File: src/rtl/mem_arb_pkg.sv
// mem_arb_pkg: FSM state encoding, client IDs and default widths for mem_arbiter.
package mem_arb_pkg;
    localparam int MEM_ADDR_W = 28;
    localparam int MEM_DATA_W = 128;
    typedef enum logic [1:0] {
        IDLE    = 2'd0,
        GRANT_I = 2'd1,
        GRANT_D = 2'd2,
        RELEASE = 2'd3
    } arb_state_t;
    localparam logic CLI_I = 1'b0;
    localparam logic CLI_D = 1'b1;
endpackage

File: src/rtl/mem_arb_pick.sv
// mem_arb_pick: combinational winner select for mem_arbiter.
// MEM_ARB_RR_EN defined: a tie goes to the client that was not granted last; otherwise D wins.
module mem_arb_pick
    import mem_arb_pkg::*;
(
    input  logic i_req,
    input  logic d_req,
    input  logic last_grant,
    output logic grant_valid,
    output logic grant
);
    logic tie_d;
`ifdef MEM_ARB_RR_EN
    assign tie_d = (last_grant != CLI_D);
`else
    logic unused_last_grant;
    assign unused_last_grant = last_grant;
    assign tie_d = 1'b1;
`endif
    assign grant_valid = i_req | d_req;
    assign grant = (d_req & (~i_req | tie_d)) ? CLI_D : CLI_I;
endmodule

File: src/rtl/mem_arbiter.sv
// mem_arbiter: shares one block memory port between the I-cache and D-cache.
// Tie-break policy is selected by MEM_ARB_RR_EN (see mem_arb_pick).
module mem_arbiter #(
    parameter int ADDR_W = mem_arb_pkg::MEM_ADDR_W,
    parameter int DATA_W = mem_arb_pkg::MEM_DATA_W
) (
    input  logic              clk,
    input  logic              proc_reset,
    input  logic              i_read,
    input  logic              i_write,
    input  logic [ADDR_W-1:0] i_addr,
    input  logic [DATA_W-1:0] i_wdata,
    output logic [DATA_W-1:0] i_rdata,
    output logic              i_ready,
    input  logic              d_read,
    input  logic              d_write,
    input  logic [ADDR_W-1:0] d_addr,
    input  logic [DATA_W-1:0] d_wdata,
    output logic [DATA_W-1:0] d_rdata,
    output logic              d_ready,
    output logic              mem_read,
    output logic              mem_write,
    output logic [ADDR_W-1:0] mem_addr,
    output logic [DATA_W-1:0] mem_wdata,
    input  logic [DATA_W-1:0] mem_rdata,
    input  logic              mem_ready
);
    import mem_arb_pkg::*;
    arb_state_t state, state_nxt;
    logic last_grant, win_valid, win, i_req, d_req;
    assign i_req = i_read | i_write;
    assign d_req = d_read | d_write;
    mem_arb_pick u_pick (
        .i_req       (i_req),
        .d_req       (d_req),
        .last_grant  (last_grant),
        .grant_valid (win_valid),
        .grant       (win)
    );
    // A simultaneous read+write is illegal; the write takes precedence.
    always_comb begin
        state_nxt = state;
        mem_read  = 1'b0;
        mem_write = 1'b0;
        mem_addr  = '0;
        mem_wdata = '0;
        i_ready   = 1'b0;
        d_ready   = 1'b0;
        case (state)
            IDLE: state_nxt = win_valid ? ((win == CLI_D) ? GRANT_D : GRANT_I) : IDLE;
            GRANT_I: begin
                mem_write = i_write;
                mem_read  = i_read & ~i_write;
                mem_addr  = i_addr;
                mem_wdata = i_wdata;
                i_ready   = mem_ready;
                state_nxt = mem_ready ? RELEASE : GRANT_I;
            end
            GRANT_D: begin
                mem_write = d_write;
                mem_read  = d_read & ~d_write;
                mem_addr  = d_addr;
                mem_wdata = d_wdata;
                d_ready   = mem_ready;
                state_nxt = mem_ready ? RELEASE : GRANT_D;
            end
            RELEASE: state_nxt = IDLE;
        endcase
    end
    always_ff @(posedge clk or posedge proc_reset) begin
        if (proc_reset) begin
            state      <= IDLE;
            last_grant <= CLI_I;
            i_rdata    <= '0;
            d_rdata    <= '0;
        end else begin
            state <= state_nxt;
            if (state == IDLE && win_valid) last_grant <= win;
            if (i_ready && mem_read) i_rdata <= mem_rdata;
            if (d_ready && mem_read) d_rdata <= mem_rdata;
        end
    end
endmodule
File: config.mk
export PLATFORM = sky130hd
export DESIGN_NAME = mem_arbiter
export DESIGN_NICKNAME = d
export VERILOG_FILES = /design/src/rtl/mem_arb_pkg.sv /design/src/rtl/mem_arb_pick.sv /design/src/rtl/mem_arbiter.sv
export SDC_FILE = /design/constraint.sdc
export NUM_CORES = 1
export LEC_CHECK = 0
export CORE_AREA = 2 2 336 338
export CTS_CLUSTER_DIAMETER = 50
export DETAILED_ROUTE_END_ITERATION = 7
export DIE_AREA = 0 0 338 340
export PLACE_DENSITY = 0.3
export SETUP_SLACK_MARGIN = 0.3
export SLEW_MARGIN = 30
export SYNTH_ARGS = -nofsm -noshare
export SYNTH_HDL_FRONTEND = slang
export SYNTH_SLANG_ARGS = --single-unit
File: constraint.sdc
create_clock -name clk -period 20.1 [get_ports clk]
set_input_delay 2.01 -clock clk [delete_from_list [all_inputs] [get_ports clk]]
set_output_delay 2.01 -clock clk [all_outputs]
set_load 0.1 [all_outputs]
# == Yosys cells after proc, flatten, opt, wreduce, memory -nomap -nowiden ==
# Cells that the tools add are included.
# word_totals
ff_bits,258
in_bits,447
# op_classes
n_eq_ne,3
n_mux,12
bitwise,7
reduce_logical,3
# ops
operator,count
$pmux W128 S2,1
$pmux W28 S2,1
$pmux W2 S4,1
$mux W2,3
$eq A2 B2 Y1 const B,2
$mux W1,4
$pmux W1 S2,2
$or A1 B1 Y1,3
$and A1 B1 Y1,2
$eq A2 B1 Y1 const B,1
$logic_and A1 B1 Y1,2
$logic_not A2 Y1,1
$not A1 Y1,2

# == Depth between registers and ports, before layout ==
# Gate-level depths: netlist of run 1.
# depth
word_depth,5
mapped_depth,8
ltp_nobuf,5

# == By module ==
# A second synthesis of run 1 with hierarchy kept.
# hier_totals
hier_cells,936
hier_area_um2,12219.2
# modules_own_cells
mod,instances,cells_each,area_per_inst_um2,seq_area_each_um2
mem_arbiter,1,934,12205.5,6481.2
mem_arb_pick,1,2,13.8,0.0

# == Least setup slack after synthesis of run 1 ==
# No wires, ideal clock.
# synth_timing
path_kind,input-to-output
from,in d_addr[17]
to,out mem_addr[17]
t_arrival_ps,3434
required_time_ps,18090
setup_slack_ps,14656
stages,2
path_buffers,0
cell_sequence,a22oi_1 > nor2b_1
# synth_via
elab_chain_len,1
# synth_lines
item,line_no,text
"start, declared",mem_arbiter.sv:17,"input logic [ADDR_W-1:0] d_addr,"
$pmux W28 S2,mem_arbiter.sv:49,case (state)
"end, declared",mem_arbiter.sv:23,"output logic [ADDR_W-1:0] mem_addr,"
# Every way passes these cells.

# == Final worst setup path of run 1 ==
# layout_timing
from,reg state[0]
to,out mem_wdata[42]
# layout_via
elab_chain_len,2
elab_cells_between_ends,3
# layout_lines
item,line_no,text
"start, declared",mem_arbiter.sv:29,"arb_state_t state, state_nxt;"
"start signal, assigned",mem_arbiter.sv:77,state <= state_nxt;
$eq A2 B2 Y1 / $eq A2 B1 Y1 (equally long branches),mem_arbiter.sv:49,
$pmux W128 S2 (*),mem_arbiter.sv:49,
"end, declared",mem_arbiter.sv:24,"output logic [DATA_W-1:0] mem_wdata,"
# Mark *: on every way between the ends. The rest lies on a longest branch, timed or not.

==> reports/metrics.csv, run 1 <==
metric,value,unit
max_freq,145,MHz
numCtsBuffers,52,
seq_area_frac_synth,53.3,%
setup_tns,0,ns
pin_count,863,
crit_type,flip-flop to output pin,
gp_congestion,0.993,
post-route-min-period,6.90,ns
avgSynthCellArea,13.0,sq um
area_delta_synth_final,92.2,%
row_count,123,
grt.total_usage,14.6,%
yosys_warnings,0,
critPathTopFamily,buffers and inverters,
synth_most_common_cell,dfrtp_1,
worstHoldPathType,flip-flop to flip-flop,
nets,2230,
wirelength,87.4,mm
cts_hold_buf,0,
crit_chain,inv_1 > ha_4 > buf_4 > a22oi_1 > nor2b_1 > clkdlybuf4s50_1,
ys_types,16,
synth_area_leaders,"dfrtp_1 53%, mux2_2 24%, a22oi_1 9.8%, nor2b_1 8.1%, buf_6 1.9%",
fin_skew,0.0259,ns
drv_slew,0,
cp_num_buf_inv,3,
netlist_top_cells_count,"258 x dfrtp_1, 256 x mux2_2, 159 x a22oi_1",
synthFlopType,dfrtp_1,
grt_max_degree,148,
antenna_found_initial,19,
cp-end-kind,output pin,
crit_path_max_incr_delay,1.30,ns
layout-drive-gt1-share,29.7,%
cp_max_fo,53,
die_w,338,microns
die-area,115000,sq um
post-dp-hpwl,70.7,mm
syn_area,12100,sq um
clock_latency,0.60,ns
worst_slew_pin_slew,1.04,ns
hold_violations,0,
num_vias,11400,
start_util,10.9,%
stdcell_area,23300,sq um
core,112000,sq um
wl_per_cell,26.3,microns
yosysTopAreaCellShare,53.3,%
cp-start-kind,flip-flop,
root_buffer,clkbuf_16,
cp_slowest_cell,clkdlybuf4s50_1,
crit_required,18.09,ns
clkTransAtPathRegs,0.04,ns
first_global_vias,12400,
maxCapViolations,0,
ys_ff_latch,258,
holdWs,0.497,ns
async_reset_ff_share,100,%
outcome,"finished, final reports clean",
slew_headroom,30.3,%
cts_resized,0,
drc,0,
io_buffers,862,
die-height,340,microns
detail_route.first_pass.iterations,5,
clock-sinks,258,
period_share,34.3,%
cts_max_level,2,
rsz0062_at_grt,false,
synth_edf_count,0,
syn-num-nets,1381,
worst_ep_arrival_time,4.89,ns
drtIter0Drc,374,
postSynthCellCount,930,
finalSetupViolCount,0,
via_per_inst,3.43,
grt-ovfl-total,0,
cts_tree,built,
post_dp_cell_area,21500,sq um
cts_buffer_depth,3,
cts_setup_buffers,0,
grt_pass1_wl,115,mm
final_antenna_net_count,0,
yosysTopAreaCell,dfrtp_1,
[cell type report]
cell class	instances	area, sq um
Timing Repair Buffer	875	7920
Clock buffer	59	1370
Tap cell	1500	1880
Clock inverter	36	412
Sequential cell	258	6460
Antenna cell	5	12.5
Multi-Input combinational cell	587	5220
Fill cell	12200	88300
Inverter	5	26.3
[per-layer routing]
layer | vias to the layer above | GRT usage, % | routed length [microns] | part of all wire (%)
met5 | - | 0 | 82 | 0.094
met4 | 12 | 2.69 | 1370 | 1.6
met3 | 93 | 4.79 | 7180 | 8.2
met2 | 455 | 27.2 | 46000 | 53
met1 | 5746 | 16.0 | 32700 | 37
li1 | 5099 | - | - | -
[sequential cells by signal, summed over array words and instances (netlist names)]
| name | count |
|---|---|
| state | 2 |
| d_rdata | 128 |
| i_rdata | 128 |
[layout by cell type, fill, tap and decap left out, types with 5 or more instances in the layout]
master	Yosys	routed
clkbuf_16	0	52
buf_4	8	15
bufinv_16	0	6
clkinvlp_4	0	7
buf_2	1	164
dfrtp_1	258	258
clkinv_2	0	11
mux2_2	256	256
nor2b_1	157	157
clkinv_4	0	8
a22oi_1	159	159
clkdlybuf4s50_1	0	689
diode_2	0	5
[kinds of logic (layout without fill, tap and decap cells)]
kind of cell / count (synthesis) / in the layout / synth area share (%)
compound gates: 162 / 162 / 9.97
fa+ha+maj: 4 / 4 / 0.413
mux: 256 / 256 / 23.8
other cells: 0 / 5 / 0
simple gates: 165 / 165 / 8.43
buf+inv: 85 / 975 / 4.13
flops: 258 / 258 / 53.3
[metrics by stage]
step                      util, %  setup WS [ns]  std cells
after floorplan                 -          10.99        930
after global placement       20.0          13.53       3223
final                        20.9          13.20       3325
after CTS                    20.9          13.16       3319
after global routing         20.9          13.02       3322
after detailed placement     19.3          13.57       3224
[worst register-to-register path, stage by stage (launching register included)]
cell      delay, ns
dfrtp_1        0.38
inv_1          0.14
ha_4           0.28
buf_4          0.62
nand4b_1       0.42
a21oi_4        0.71
buf_4          0.61
buf_12         0.30
buf_4          0.75
mux2_2         0.48
[path summary, 6_finish.rpt]
| check | slack (ns) | cells past startpoint | end | from |
|---|---|---|---|---|
| max | 13.20 | 6 | mem_wdata[42] | state[0] |
| min | 0.50 | 1 | i_rdata[124] | i_rdata[124] |
| max reg2reg | 15.29 | 9 | d_rdata[107] | state[0] |
| min reg2reg | 0.50 | 1 | i_rdata[124] | i_rdata[124] |
| max in group asynchronous | 16.58 | 4 | d_rdata[1] | proc_reset |
| min in group asynchronous | 2.01 | 2 | i_rdata[116] | proc_reset |
Power of run 1 is left out: the tool's default activity adds up to more than one toggle a clock period on the data nets, which glitch-free logic cannot reach.
==> run 2: changes to the inputs <==
--- a/config.mk
+++ b/config.mk
@@ -5,10 +5,10 @@
 export SDC_FILE = /design/constraint.sdc
 export NUM_CORES = 1
 export LEC_CHECK = 0
-export CORE_AREA = 2 2 336 338
+export CORE_AREA = 2 2 340 342
 export CTS_CLUSTER_DIAMETER = 50
 export DETAILED_ROUTE_END_ITERATION = 7
-export DIE_AREA = 0 0 338 340
+export DIE_AREA = 0 0 342 344
 export PLACE_DENSITY = 0.3
 export SETUP_SLACK_MARGIN = 0.3
 export SLEW_MARGIN = 30
==> constraint.sdc (replaced) <==
create_clock -name clk -period 6.8 [get_ports clk]
set_input_delay 0.68 -clock clk [delete_from_list [all_inputs] [get_ports clk]]
set_output_delay 0.68 -clock clk [all_outputs]
set_load 0.1 [all_outputs]
==> run 2 against run 1 <==
Die area rose by 2.4%; sequential share of layout area decreased by 0.068 points; clock skew grew 0.023 ns; critical path depth stayed put; register-to-register slack worse by 12 ns; critical path type unchanged; critical endpoint is now mem_wdata[97].
==> reports/metrics.csv, run 2 (synthesis results as in run 1) <==
metric,value,unit,change
busiest_layer,met2,,
fin_cells,3334,,+0.27%
finalSetupViolCount,0,,unchanged
worstHoldPathType,input pin to async pin,,
crit_chain,inv_1 > ha_4 > buf_4 > a22oi_1 > nor2b_1 > clkdlybuf4s50_1,,
final_common_cell,clkdlybuf4s50_1,,
setup_tns,0,ns,unchanged
maxCapViolations,0,,unchanged
rsz0062_at_grt,false,,
row_count,124,,+0.81%
wl_per_cell,26.1,microns,-0.53%
slew_headroom,17.7,%,-13 points
worst_ep_arrival_time,4.52,ns,-0.37 ns
cp_max_fo,72,,+36%
period_share,76.4,%,
drc,0,,unchanged
wirelength,87.1,mm,-0.26%
reg2reg_from,state[1],,
cts_max_level,2,,unchanged
drv_slew,0,,unchanged
layout_common_cells,"691 x clkdlybuf4s50_1, 258 x dfrtp_1, 256 x mux2_2, 168 x buf_2, 159 x a22oi_1",,
area_delta_synth_final,92.7,%,
cp_slowest_cell,clkdlybuf4s50_1,,
crit_path_start,state[1],,
die-height,344,microns,+1.2%
fin_skew,0.0491,ns,+0.0232 ns
detail_route.first_pass.iterations,5,,unchanged
crit_path_max_incr_delay,1.16,ns,-0.14 ns
cts_buffer_depth,3,,unchanged
first_global_vias,12300,,-0.48%
via_per_inst,3.40,,-0.75%
cp-start-kind,flip-flop,,
max_freq,192,MHz,
gp_congestion,0.892,,-10%
pin_count,863,,unchanged
layout-drive-gt1-share,29.5,%,-0.15 points
clock-sinks,258,,unchanged
r2r_end,i_rdata[106],,
hold_violations,0,,unchanged
crit_required,6.12,ns,-11.97 ns
dp_cells,3239,,+0.47%
worst_slew_pin_slew,1.23,ns,+0.192 ns
grt_pass1_wl,114,mm,about the same
r2r_setup_slack,3.05,ns,-12.24 ns
fillers,12500,,+2.6%
grt_max_degree,143,,-3.4%
use_met1,15.7,%,-0.33 points
cts_resized,0,,unchanged
start_util,10.6,%,-0.22 points
nets,2230,,unchanged
num_vias,11400,,-0.48%
antenna_found_initial,20,,+1
post-dp-hpwl,70.8,mm,+0.17%
outcome,"finished, final reports clean",,
use_met2,27.3,%,+0.040 points
post-route-min-period,5.20,ns,
clkTransAtPathRegs,0.05,ns,about the same
grt-ovfl-total,0,,unchanged
io_buffers,862,,unchanged
core,114000,sq um,+2.1%
die_w,342,microns,+1.2%
pre_cts_ws,2.35,ns,-11.22 ns
cp-end-kind,output pin,,
cts_tree,built,,
stdcell_area,23400,sq um,+0.25%
reg2reg_depth,6,,-3
cts_hold_buf,0,,unchanged
post_dp_cell_area,21600,sq um,+0.20%
cts_setup_buffers,0,,unchanged
fin_ws,1.60,ns,-11.60 ns
die-area,118000,sq um,+2.4%
grt.total_usage,14.1,%,-0.46 points
grt_use_met3,3.56,%,-1.2 points
drtIter0Drc,414,,+11%
reg_top3,"d_rdata (128), i_rdata (128), state (2)",,
crit_type,flip-flop to output pin,,
clock_latency,0.59,ns,about the same
root_buffer,clkbuf_16,,
numCtsBuffers,49,,-5.8%
final_antenna_net_count,0,,unchanged
-- run 2: cell count changes in the layout (fill, tap and decap cells not counted), sizes merged --
cell / delta
clkbuf: -1
clkdlybuf4s50: +2
inv: +2
clkinv: -8
diode: -2
clkinvlp: -1
bufinv: +1
buf: +4
-- run 2: layout make-up --
type	count	area (sq um)	share of cell area, %
antenna	3	7.51	0.0321
timing repair buffer	878	7970	34.1
inverter	5	22.5	0.0964
sequential	258	6460	27.6
tap	1512	1890	8.10
clock buffer	61	1360	5.83
multi-input combinational	587	5220	22.4
clock inverter	30	423	1.81
-- run 2: per-layer routing --
layer  part of all wire, %  wire, microns
met5                     0              0
met3                   6.3           5490
met1                    38          33000
met4                   1.5           1340
met2                    54          47300
-- run 2: worst max path at each step --
stage / end / slack (ns) / depth (start not counted)
6_report: mem_wdata[97] / 1.60 / 6
3_5_place_dp: mem_wdata[13] / 2.35 / 6
5_1_grt: mem_wdata[13] / 1.59 / 6
2_1_floorplan: d_rdata[0] / 2.72 / 1
4_1_cts: mem_wdata[13] / 1.72 / 6
3_3_place_gp: mem_wdata[28] / 2.28 / 6
-- run 2: worst max-delay path: cells and delay by family, from the launching register on --
family	cells	cell delay, ns
simple gates	1	0.25
fa+ha+maj	1	0.79
compound gates	1	0.51
flops	1	0.41
buf+inv	3	1.92
-- run 2: stage by stage --
stage / hold WS [ns] / utilization (%)
final: 0.496 / 20.5
after global routing: 0.504 / 20.5
after CTS: 0.466 / 20.5
after detailed placement: 0.490 / 18.9
after global placement: 0.491 / 19.7
after floorplan: 0.753 / -
Power of run 2 is left out for the same reason.
